**config.mk**
```make
export PLATFORM = sky130hd
export DESIGN_NAME = eth_tx_csma_ctrl
export DESIGN_NICKNAME = d
export VERILOG_FILES = /design/src/rtl/eth_mac_pkg.sv /design/src/rtl/eth_backoff_lfsr.sv /design/src/rtl/eth_tx_csma_ctrl.sv
export SDC_FILE = /design/constraint.sdc
export NUM_CORES = 1
export LEC_CHECK = 0
export ABC_AREA = 1
export CORE_UTILIZATION = 60
export CTS_CLUSTER_DIAMETER = 120
export DETAILED_ROUTE_END_ITERATION = 12
export HOLD_SLACK_MARGIN = 0.03
export PLACE_DENSITY = 0.87
export SKIP_LAST_GASP = 1
export SYNTH_ARGS = -nofsm -noshare
export SYNTH_HDL_FRONTEND = slang
export SYNTH_SLANG_ARGS = --single-unit
```
**constraint.sdc**
```tcl
create_clock -name mtx_clk_pad_i -period 2.65 [get_ports mtx_clk_pad_i]
set_input_delay 0.265 -clock mtx_clk_pad_i [delete_from_list [all_inputs] [get_ports mtx_clk_pad_i]]
set_output_delay 0.265 -clock mtx_clk_pad_i [all_outputs]
set_load 0.03 [all_outputs]
```
**src/rtl/eth_mac_pkg.sv**
```systemverilog
// Shared types and constants for the MAC transmit access path: FSM states,
// default timing constants and the backoff LFSR definition.
package eth_mac_pkg;

  typedef enum logic [1:0] {
    IDLE    = 2'd0,
    TX      = 2'd1,
    JAM     = 2'd2,
    BACKOFF = 2'd3
  } tx_state_e;

  localparam int IFG_NIB_DEF       = 24;
  localparam int SLOT_NIB_DEF      = 128;
  localparam int JAM_NIB_DEF       = 8;
  localparam int MAX_ATTEMPTS_DEF  = 16;
  localparam int BACKOFF_LIMIT_DEF = 10;

  // x^10 + x^7 + 1: feedback from bits 9 and 6.
  localparam logic [9:0] LFSR_SEED = 10'h3FF;
  localparam logic [9:0] LFSR_TAPS = 10'h240;

  function automatic logic [9:0] lfsr_next(input logic [9:0] cur);
    return {cur[8:0], ^(cur & LFSR_TAPS)};
  endfunction

  // Mask of (2^min(attempt,limit))-1; an exponent of 10 or more gives all ones.
  function automatic logic [9:0] backoff_mask(input logic [4:0] attempt,
                                              input logic [4:0] limit);
    logic [4:0]  exp_s;
    logic [10:0] mask_s;
    exp_s  = (attempt > limit) ? limit : attempt;
    mask_s = (11'd1 << exp_s) - 11'd1;
    return mask_s[9:0];
  endfunction

endpackage

```
**src/rtl/eth_backoff_lfsr.sv**
```systemverilog
// Free-running 10-bit Fibonacci LFSR; the caller supplies a mask and gets the
// masked value back, so the same block serves backoff and test-pattern use.
module eth_backoff_lfsr
  import eth_mac_pkg::*;
(
  input  logic       clk,
  input  logic       rst_n,
  input  logic [9:0] mask,
  output logic [9:0] masked
);

  logic [9:0] value_r;

  // Advance the sequence every cycle; the seed is nonzero so it never locks up.
  always_ff @(posedge clk or negedge rst_n) begin
    if (!rst_n) begin
      value_r <= LFSR_SEED;
    end else begin
      value_r <= lfsr_next(value_r);
    end
  end

  assign masked = value_r & mask;

endmodule

```
**src/rtl/eth_tx_csma_ctrl.sv**
```systemverilog
// CSMA/CD transmit access controller: IFG and carrier deferral, collision
// detection, jam, truncated binary exponential backoff and frame status.
module eth_tx_csma_ctrl
  import eth_mac_pkg::*;
#(
  parameter int IFG_NIB       = IFG_NIB_DEF,
  parameter int SLOT_NIB      = SLOT_NIB_DEF,
  parameter int JAM_NIB       = JAM_NIB_DEF,
  parameter int MAX_ATTEMPTS  = MAX_ATTEMPTS_DEF,
  parameter int BACKOFF_LIMIT = BACKOFF_LIMIT_DEF
) (
  input  logic       mtx_clk_pad_i,
  input  logic       rst_n,
  input  logic       full_duplex_i,
  input  logic       tx_req_i,
  input  logic       tx_done_i,
  input  logic       mcrs_pad_i,
  input  logic       mcoll_pad_i,
  output logic       tx_go_o,
  output logic       jam_o,
  output logic       defer_o,
  output logic       tx_ok_o,
  output logic       tx_fail_o,
  output logic       late_coll_o,
  output logic [4:0] retry_cnt_o
);

  localparam int IFG_W = $clog2(IFG_NIB + 1);
  localparam int NIB_W = $clog2(SLOT_NIB + 1);
  localparam int JAM_W = $clog2(JAM_NIB + 1);

  logic             crs_meta_r, crs_sync_r;
  logic             coll_meta_r, coll_sync_r;
  logic [IFG_W-1:0] ifg_cnt_r;
  tx_state_e        state_r;
  logic [NIB_W-1:0] nib_cnt_r;
  logic [NIB_W-1:0] bo_nib_r;
  logic [JAM_W-1:0] jam_cnt_r;
  logic [9:0]       slot_cnt_r;
  logic [4:0]       attempt_r;
  logic             late_r;
  logic             status_seen_r;

  logic             ifg_ok_s;
  logic             crs_hd_s;
  logic             coll_hd_s;
  logic [9:0]       mask_s;
  logic [9:0]       masked_s;

  assign ifg_ok_s  = (ifg_cnt_r == IFG_W'(IFG_NIB));
  assign crs_hd_s  = crs_sync_r & ~full_duplex_i;
  assign coll_hd_s = coll_sync_r & ~full_duplex_i;
  assign mask_s    = backoff_mask(attempt_r, 5'(BACKOFF_LIMIT));

  eth_backoff_lfsr u_lfsr (
    .clk    (mtx_clk_pad_i),
    .rst_n  (rst_n),
    .mask   (mask_s),
    .masked (masked_s)
  );

  // Two-flop synchronizers for the asynchronous PHY carrier and collision pins.
  always_ff @(posedge mtx_clk_pad_i or negedge rst_n) begin
    if (!rst_n) begin
      crs_meta_r  <= 1'b0;
      crs_sync_r  <= 1'b0;
      coll_meta_r <= 1'b0;
      coll_sync_r <= 1'b0;
    end else begin
      crs_meta_r  <= mcrs_pad_i;
      crs_sync_r  <= crs_meta_r;
      coll_meta_r <= mcoll_pad_i;
      coll_sync_r <= coll_meta_r;
    end
  end

  // Inter-frame gap timer: restarts on own transmission/jam or on carrier.
  always_ff @(posedge mtx_clk_pad_i or negedge rst_n) begin
    if (!rst_n) begin
      ifg_cnt_r <= '0;
    end else if ((state_r == TX) || (state_r == JAM) || crs_hd_s) begin
      ifg_cnt_r <= '0;
    end else if (!ifg_ok_s) begin
      ifg_cnt_r <= ifg_cnt_r + IFG_W'(1);
    end else begin
      ifg_cnt_r <= ifg_cnt_r;
    end
  end

  // Access FSM with registered outputs; status and go pulses last one cycle.
  always_ff @(posedge mtx_clk_pad_i or negedge rst_n) begin
    if (!rst_n) begin
      state_r       <= IDLE;
      nib_cnt_r     <= '0;
      bo_nib_r      <= '0;
      jam_cnt_r     <= '0;
      slot_cnt_r    <= 10'd0;
      attempt_r     <= 5'd0;
      late_r        <= 1'b0;
      status_seen_r <= 1'b0;
      tx_go_o       <= 1'b0;
      jam_o         <= 1'b0;
      defer_o       <= 1'b0;
      tx_ok_o       <= 1'b0;
      tx_fail_o     <= 1'b0;
      late_coll_o   <= 1'b0;
      retry_cnt_o   <= 5'd0;
    end else begin
      tx_go_o     <= 1'b0;
      defer_o     <= 1'b0;
      tx_ok_o     <= 1'b0;
      tx_fail_o   <= 1'b0;
      late_coll_o <= 1'b0;
      case (state_r)
        IDLE: begin
          jam_o <= 1'b0;
          if (tx_req_i && ifg_ok_s) begin
            tx_go_o   <= 1'b1;
            nib_cnt_r <= '0;
            late_r    <= 1'b0;
            state_r   <= TX;
            if (status_seen_r) begin
              retry_cnt_o   <= 5'd0;
              status_seen_r <= 1'b0;
            end
          end else if (tx_req_i) begin
            defer_o <= 1'b1;
          end
        end
        TX: begin
          if (nib_cnt_r != NIB_W'(SLOT_NIB)) begin
            nib_cnt_r <= nib_cnt_r + NIB_W'(1);
          end
          // A collision on the last nibble still aborts the frame.
          if (coll_hd_s) begin
            attempt_r   <= attempt_r + 5'd1;
            retry_cnt_o <= attempt_r + 5'd1;
            jam_cnt_r   <= '0;
            jam_o       <= 1'b1;
            late_r      <= (nib_cnt_r >= NIB_W'(SLOT_NIB));
            state_r     <= JAM;
          end else if (tx_done_i) begin
            tx_ok_o       <= 1'b1;
            attempt_r     <= 5'd0;
            status_seen_r <= 1'b1;
            state_r       <= IDLE;
          end
        end
        JAM: begin
          if (jam_cnt_r == JAM_W'(JAM_NIB - 1)) begin
            jam_o <= 1'b0;
            if (late_r) begin
              tx_fail_o     <= 1'b1;
              late_coll_o   <= 1'b1;
              attempt_r     <= 5'd0;
              status_seen_r <= 1'b1;
              state_r       <= IDLE;
            end else if (attempt_r == 5'(MAX_ATTEMPTS)) begin
              tx_fail_o     <= 1'b1;
              attempt_r     <= 5'd0;
              status_seen_r <= 1'b1;
              state_r       <= IDLE;
            end else if (masked_s == 10'd0) begin
              state_r <= IDLE;
            end else begin
              slot_cnt_r <= masked_s;
              bo_nib_r   <= '0;
              state_r    <= BACKOFF;
            end
          end else begin
            jam_cnt_r <= jam_cnt_r + JAM_W'(1);
          end
        end
        BACKOFF: begin
          if (bo_nib_r == NIB_W'(SLOT_NIB - 1)) begin
            bo_nib_r <= '0;
            if (slot_cnt_r == 10'd1) begin
              state_r <= IDLE;
            end else begin
              slot_cnt_r <= slot_cnt_r - 10'd1;
            end
          end else begin
            bo_nib_r <= bo_nib_r + NIB_W'(1);
          end
        end
        default: begin
          jam_o   <= 1'b0;
          state_r <= IDLE;
        end
      endcase
    end
  end

endmodule
```
; ---- Word level (Yosys, flattened, before mapping)
; Cells that the tools add are included.
[op_classes]
n_addsub = 7
n_lt_le_gt_ge = 2
n_eq_ne = 26
n_shift = 1
mux = 69
bitwise_logic = 4
reduce_logical = 20
[op_table]
columns = op, n
row1 = 2-to-1 mux 10 bit, 6
row2 = 2-to-1 mux 8 bit, 7
row3 = 2-to-1 mux 5 bit, 11
row4 = case mux 8 bit (2 select lines), 2
row5 = 2-to-1 mux 1 bit, 24
row6 = != test 2 bit (second input constant), 12
row7 = case mux 10 bit (2 select lines), 1
row8 = case mux 5 bit (2 select lines), 2
row9 = subtractor 10 x 1 -> 10 bit (second input constant), 2
row10 = 2-to-1 mux 2 bit, 9
row11 = adder 8 x 1 -> 8 bit (second input constant), 2
row12 = AND reduction 3 bit, 4
row13 = adder 5 x 1 -> 5 bit (second input constant), 2
row14 = bitwise AND 10 bit, 1
row15 = equality test 10 x 1 -> 1 bit (second input constant), 1
row16 = equality test 5 bit (second input constant), 2
row17 = zero test 10 bit, 1
row18 = AND reduction 5 bit, 2
row19 = parity 10 bit, 1
row20 = << shifter 1 x 5 -> 10 bit (first input constant), 1
row21 = equality test 8 x 7 -> 1 bit (second input constant), 1
row22 = >= comparator 8 bit (second input constant), 1
row23 = 2-to-1 mux 4 bit, 2
row24 = != test 8 bit (second input constant), 1
row25 = 22 further kinds, 31
[word_totals]
register_bits = 69
input_bits = 7
output_inout_bits = 11
wordCells = 150

; ---- Longest topological paths before layout
[depth]
depth_word = 11
ltp_mapped = 21
ltp_nobuf = 20

; ---- Cells and area by module
; Synthesis repeated with hierarchy kept, for this count alone.
[unflattened]
hier_cells = 531
area_unflattened_um2 = 4055.1
[by_module_without_submodules]
columns = module, n_inst, cells_each, area_each_um2, seq_area_each_um2
row1 = eth_tx_csma_ctrl, 1, 496, 3698.5, 1476.4
row2 = eth_backoff_lfsr, 1, 35, 356.6, 262.8

; ---- Least setup slack after synthesis
; Ideal clock, no wire load.
[synth_path]
path_type = flip-flop to flip-flop
start = register attempt_r[0]
end = register slot_cnt_r[0]
setup_time_ns = 0.117
arrival_time_ns = 2.232
required_time_ns = 2.533
slack_ns = 0.301
stages_incl_launch_ff = 21
path_buffers = 2
synth_period_minus_slack_ns = 2.349
path_cell_list = dfrtp_1 > inv_1 > buf_2 > ha_1 > nor2_1 > nor2_1 > nor2_1 > nor2_1 > nand3_1 > ha_1 > nand2_2 > inv_2 > nand2_2 > nand2_1 > nand2_1 > nand2_1 > nor2_4 > nand4_4 > buf_2 > nand4_1 > nand2_1
[synth_between]
elab_chain_len = 10
elab_cells_between_ends = 15
cone_classes = add/sub: 1 / order compare: 1 / eq/ne: 3 / shift: 1 / mux: 6 / bitwise: 1 / reduce/logical: 2
[synth_rtl]
columns = element, line_no
row1 = start: declaration, eth_tx_csma_ctrl.sv:40  ; logic [4:0] attempt_r;
row2 = start signal: assignment, eth_tx_csma_ctrl.sv:136  ; attempt_r <= attempt_r + 5'd1;
row3 = greater-than comparator 5 x 4 -> 1 bit, eth_mac_pkg.sv:31  ; exp_s = (attempt > limit) ? limit : attempt;
row4 = 2-to-1 mux 5 bit, eth_mac_pkg.sv:31
row5 = << shifter 1 x 5 -> 10 bit, eth_mac_pkg.sv:32  ; mask_s = (11'd1 << exp_s) - 11'd1;
row6 = subtractor 10 x 1 -> 10 bit, eth_mac_pkg.sv:32
row7 = bitwise AND 10 bit, eth_backoff_lfsr.sv:23  ; assign masked = value_r & mask;
row8 = 2-to-1 mux 10 bit, eth_tx_csma_ctrl.sv:163  ; end else if (masked_s == 10'd0) begin
row9 = 2-to-1 mux 10 bit, eth_tx_csma_ctrl.sv:158  ; end else if (attempt_r == 5'(MAX_ATTEMPTS)) begin
row10 = 2-to-1 mux 10 bit, eth_tx_csma_ctrl.sv:152  ; if (late_r) begin
row11 = 2-to-1 mux 10 bit, eth_tx_csma_ctrl.sv:150  ; if (jam_cnt_r == JAM_W'(JAM_NIB - 1)) begin
row12 = case mux 10 bit (2 select lines), eth_tx_csma_ctrl.sv:114  ; case (state_r)
row13 = end signal: assignment, eth_tx_csma_ctrl.sv:166  ; slot_cnt_r <= masked_s;
row14 = end signal: assignment, eth_tx_csma_ctrl.sv:180  ; slot_cnt_r <= slot_cnt_r - 10'd1;
row15 = end: declaration, eth_tx_csma_ctrl.sv:39  ; logic [9:0] slot_cnt_r;
; Parallel ways exist; a longest one is shown, timed or not. The select of a mux whose other input is x is not followed.
; A chain may end at the register's enable or synchronous reset.

; ---- Worst setup path in the final report
[layout_path]
start = register attempt_r[4]
end = register slot_cnt_r[0]
; The elaborated chain is that of the path after synthesis.

==> out/qor.csv <==
stage,metric,value,unit
run_status,result of the run,"complete, no violations",
synthesis,combinational family with the most area after synthesis,simple AND/OR/NAND/NOR gates,
placed_design,cell count after placement,557,
synthesis,largest area contributor in the synthesized netlist,sky130_fd_sc_hd__dfrtp_1,
pwr,Peak supply drop,592,µV
worst_setup_path,origin of the critical flop-to-flop path,attempt_r[4]$_DFFE_PN0P_,
timing,Final period util,93.4,%
floorplan,number of standard-cell rows in the floorplan,28,
pwr,power spent charging and discharging nets,1.64,mW
synthesis,synthesized-area fraction occupied by and/or/nand/nor cells,27.5,%
worst_setup_path,Critical path buffers and inverters,3,
grt,GRT Overall Usage,26.9,%
cells_and_area,post-route cell area,4350,µm²
worst_setup_path,slowest stage cell on the critical path,sky130_fd_sc_hd__dfrtp_1,
timing,Final Critical Period,2.47,ns
worst_setup_path,Register-to-Register Setup Slack,0.18,ns
worst_setup_path,stages on the worst setup path,18,
placed_design,HPWL reported at the end of detailed placement,5.77,mm
pwr,Power Internal,2.21,mW
placed_design,count of input and output buffers,17,
clock_tree,latest clock arrival within the worst-skew pair,0.36,ns
floorplan,Die Outline Area,6680,µm²
worst_setup_path,Arrival @ worst endpoint,2.73,ns
detailed_routing,drt first pass iters,5,
synthesis,Mapped Cells,469,
timing,final hold violation count,0,
placed_design,Placement Cell Area,4080,µm²
synthesis,proportion of synthesized flip-flops having asynchronous set or reset,100,%
detailed_routing,Routed Wire Length,8.19,mm
clock_tree,CTS Buf Count,9,
synthesis,per-instance average area after synthesis,8.14,µm²
grt,global-route congestion overflow total,0,
synthesis,Ys Warns,0,
detailed_routing,final antenna-violating net count,0,
detailed_routing,DR DRC count,0,
timing,total setup violations reported at the end of the flow,0,
timing,number of pins exceeding their max-slew limit in the final report,0,
cells_and_area,share of final-layout standard cells stronger than drive strength 1,12.5,%
detailed_routing,Starting DRT DRC Count,244,
synthesis,Synth Register Bits,69,
grt,wire length of the first global-routing pass,13.4,mm
hold_path,hold depth,1,
synthesis,complex-gate fraction of the synthesized area,10.8,%
placed_design,pre-CTS setup slack,0.121,ns
pwr,combinational share of power,42.2,%
clock_tree,count of clock tree sinks,69,
clock_tree,CTS tree,done,
hold_path,hold_sp,mcrs_pad_i,
timing,Final Worst Setup Slack,0.176,ns
synthesis,Post-Synthesis Cell Area,3820,µm²
worst_setup_path,chain of cells forming the critical path,inv_1 -> nand2_1 -> nor2_1 -> nor2_1 -> nor2_1 -> nand3_1 -> ha_2 -> nand2_2 -> inv_2 -> nand2_2 -> nand2_1 -> nand2_1 -> nand2_1 -> nor2_4 -> nand4_4 -> buf_6 -> nand4_1 -> nand2_1,
synthesis,count of distinct cell types in the synthesized netlist,37,
detailed_routing,post-detailed-route wirelength per cell,14.2,µm
timing,Hold WS,0.339,ns
timing,worst clock skew,0.0109,ns
pwr,power per unit of standard cell area,884,nW/µm²
placed_design,routability congestion estimate,0.846,
worst_setup_path,Worst Setup Start Kind,flop,
cells_and_area,layout overhead on the synthesized area,14.0,%
cells_and_area,filler-free cell count of the finished design,578,
worst_setup_path,"Req. time, crit path",2.91,ns
worst_setup_path,Worst path top cell family by delay,simple AND/OR/NAND/NOR gates,
timing,max frequency,404,MHz
floorplan,Initial Utilization,63.3,%
grt,largest net degree at the start of global routing,38,
cells_and_area,nets,522,
clock_tree,Root Buffer,sky130_fd_sc_hd__clkbuf_8,
timing,Tightest Pin Transition,0.749,ns
run,max_cap viols,0,
worst_setup_path,Max Fanout on Critical Path,7,
worst_setup_path,cell occurring most often along the worst timing path,sky130_fd_sc_hd__nand2_1,
detailed_routing,via count,3258,
floorplan,width of the die,81.8,µm
floorplan,Boundary Pins,18,
worst_setup_path,Max stage delay on crit path,0.44,ns
cells_and_area,fill count,450,
grt,via count of the first global-routing pass,3106,
detailed_routing,post-DR vias/cell,5.64,
synthesis,sequential-to-total area share from yosys stat,45.6,%
worst_setup_path,Register-to-Register Path Depth,18,
synthesis,largest cells by area after synthesis,"sky130_fd_sc_hd__dfrtp_1 39%, sky130_fd_sc_hd__nand2_1 10%, sky130_fd_sc_hd__dfstp_2 6.9%",
synthesis,portion of synthesized cell area occupied by the leading cell type,38.7,%
worst_setup_path,kind of end point of the critical path,flop,
floorplan,core box area,6030,µm²
timing,tightest slew margin relative to the limit,50.1,%
clock_tree,clock transition at the register clock pins on the worst setup and hold paths after CTS,0.07,ns
clock_tree,clock buffer depth,2,
hold_path,worst hold path endpoint,crs_meta_r$_DFF_PN0_,
pwr,Clock Power Share,21.8,%
synthesis,fraction of the mapped netlist area in adder cells,5.57,%
synthesis,"EDFF count, synth",0,
synthesis,mux cell area share after synthesis,0,%
pwr,static leakage power,2.10,nW
clock_tree,CTS H-Tree Depth,3,
worst_setup_path,Crit Reg-Reg Endpoint,slot_cnt_r[0]$_DFFE_PN0P_,
synthesis,Main synth FF type,sky130_fd_sc_hd__dfrtp_1,
pwr,sequential share of power,35.9,%
worst_setup_path,classification of the worst setup path,reg -> reg,
grt,number of antenna violations at the first check in global routing,0,
floorplan,Die Height,81.8,µm
cells_and_area,diode count,0,
synthesis,post-synthesis share of cell area spent on xor and xnor gates,2.75,%
pwr,Switching Fraction,42.6,%
synthesis,Synth Net Count,493,
hold_path,Worst Hold Class,in -> reg,
how the worst max path moves through the flow:
stage / start / to / slack [ns]
CTS: attempt_r[1]$_DFFE_PN0P_ / bo_nib_r[1]$_DFFE_PN0P_ / 0.10
detailed placement: attempt_r[2]$_DFFE_PN0P_ / slot_cnt_r[4]$_DFFE_PN0P_ / 0.12
global route: attempt_r[1]$_DFFE_PN0P_ / slot_cnt_r[0]$_DFFE_PN0P_ / -0.01
finish: attempt_r[4]$_DFFE_PN0P_ / slot_cnt_r[0]$_DFFE_PN0P_ / 0.18
global placement: attempt_r[2]$_DFFE_PN0P_ / bo_nib_r[2]$_DFFE_PN0P_ / 0.23
floorplan: attempt_r[0]$_DFFE_PN0P_ / slot_cnt_r[0]$_DFFE_PN0P_ / 0.30
cell usage after synthesis, types with 3 or more instances:
library cell and number:
sky130_fd_sc_hd__clkbuf_1 4, sky130_fd_sc_hd__nand4_1 22, sky130_fd_sc_hd__nand3_1 33, sky130_fd_sc_hd__inv_2 5, sky130_fd_sc_hd__nor3_1 11, sky130_fd_sc_hd__o21ai_0 31
sky130_fd_sc_hd__o21ai_2 3, sky130_fd_sc_hd__nand2_1 106, sky130_fd_sc_hd__inv_1 58, sky130_fd_sc_hd__xor2_1 9, sky130_fd_sc_hd__dfrtp_1 59, sky130_fd_sc_hd__a21oi_1 13
sky130_fd_sc_hd__xnor2_1 3, sky130_fd_sc_hd__o31ai_1 3, sky130_fd_sc_hd__o21ai_1 4, sky130_fd_sc_hd__nor2_1 40, sky130_fd_sc_hd__dfstp_2 10, sky130_fd_sc_hd__nor3_2 3
sky130_fd_sc_hd__ha_1 17, sky130_fd_sc_hd__o22ai_1 4, sky130_fd_sc_hd__a22oi_1 4, sky130_fd_sc_hd__buf_2 4
cells by family (layout without fill, tap and decap cells):
family,after synthesis,count (layout)
flip-flops,69,69
buffers and inverters,74,106
AND/OR/NAND/NOR,227,229
XOR/XNOR,12,12
AO/OA/AOI/OAI,70,70
adder cells (fa/ha/maj),17,17
placed cells by master (no fill, tap or decap), types with 2 or more instances in the layout:
cell | synthesis | routed
sky130_fd_sc_hd__nand2_2 | 2 | 2
sky130_fd_sc_hd__nor3_1 | 11 | 11
sky130_fd_sc_hd__buf_4 | 0 | 6
sky130_fd_sc_hd__a22oi_1 | 4 | 4
sky130_fd_sc_hd__dfrtp_2 | 0 | 2
sky130_fd_sc_hd__o21ai_2 | 3 | 3
sky130_fd_sc_hd__o21ai_1 | 4 | 4
sky130_fd_sc_hd__nand4_1 | 22 | 22
sky130_fd_sc_hd__xnor2_1 | 3 | 3
sky130_fd_sc_hd__dfrtp_1 | 59 | 57
sky130_fd_sc_hd__nor3b_1 | 2 | 2
sky130_fd_sc_hd__clkbuf_8 | 0 | 9
sky130_fd_sc_hd__inv_2 | 5 | 5
sky130_fd_sc_hd__clkbuf_1 | 4 | 2
sky130_fd_sc_hd__o41ai_1 | 2 | 2
sky130_fd_sc_hd__nor2_1 | 40 | 40
sky130_fd_sc_hd__ha_1 | 17 | 15
sky130_fd_sc_hd__nor3_2 | 3 | 3
sky130_fd_sc_hd__nor2_4 | 2 | 2
sky130_fd_sc_hd__clkdlybuf4s50_1 | 0 | 16
sky130_fd_sc_hd__inv_1 | 58 | 57
sky130_fd_sc_hd__nand2_1 | 106 | 106
sky130_fd_sc_hd__o22ai_1 | 4 | 3
sky130_fd_sc_hd__ha_2 | 0 | 2
sky130_fd_sc_hd__or2_2 | 2 | 2
sky130_fd_sc_hd__o21ai_0 | 31 | 31
sky130_fd_sc_hd__dfstp_2 | 10 | 10
sky130_fd_sc_hd__o31ai_1 | 3 | 3
sky130_fd_sc_hd__o21a_1 | 2 | 2
sky130_fd_sc_hd__a21oi_1 | 13 | 13
sky130_fd_sc_hd__xor2_1 | 9 | 9
sky130_fd_sc_hd__nand3_1 | 33 | 33
final cells by class:
type	count	area [µm²]	share of cell area, %
clock inverters	5	60.1	1.38
repair buffers	26	251	5.78
clock buffers	11	131	3.02
well taps	75	93.8	2.16
multi-input cells	328	1830	42.1
flip-flops and latches	69	1740	40.0
inverters	64	243	5.58
power by group through the flow:
stage               combinational [mW]  clock (mW)  sequential [mW]
finish                            1.62       0.840             1.38
global route                      1.83       0.898             1.41
CTS                               1.57       0.853             1.38
detailed placement                1.56           0             1.39
global placement                  1.49           0             1.38
floorplan                         1.09           0             1.43
state kept, by name (all words and copies together), names as in the netlist:
| signal | cells |
|---|---|
| coll_meta_r | 1 |
| tx_ok_o | 1 |
| tx_fail_o | 1 |
| u_lfsr.value_r | 10 |
| slot_cnt_r | 10 |
| nib_cnt_r | 8 |
| ifg_cnt_r | 5 |
| tx_go_o | 1 |
| attempt_r | 5 |
| jam_o | 1 |
| defer_o | 1 |
| status_seen_r | 1 |
| crs_sync_r | 1 |
| coll_sync_r | 1 |
| late_coll_o | 1 |
| bo_nib_r | 8 |
| jam_cnt_r | 4 |
| state_r | 2 |
| late_r | 1 |
| retry_cnt_o | 5 |
| crs_meta_r | 1 |
through the flow:
step	total power [mW]	setup TNS (ns)	util (%)
after floorplan	2.52	0	-
after global placement	2.87	0	67.6
after detailed placement	2.95	0	67.6
after CTS	3.80	0	71.0
after global routing	4.13	-0.0290	72.2
final	3.85	0	72.2
what timing repair did:
action,in CTS,in global routing
setup endpoints to repair,0,18
endpoints found under the hold margin,32,0
hold buffers,1,0
buffers inserted,0,2
resized for setup,0,10
metal layers:
metal | GRT usage (%) | vias up | wire [µm]
met5 | 0 | - | 0
met4 | 12.5 | 0 | 169
met3 | 9.78 | 23 | 451
met2 | 44.0 | 115 | 4130
met1 | 31.2 | 1508 | 3430
li1 | - | 1612 | -
(Power assumes the default switching activity.)
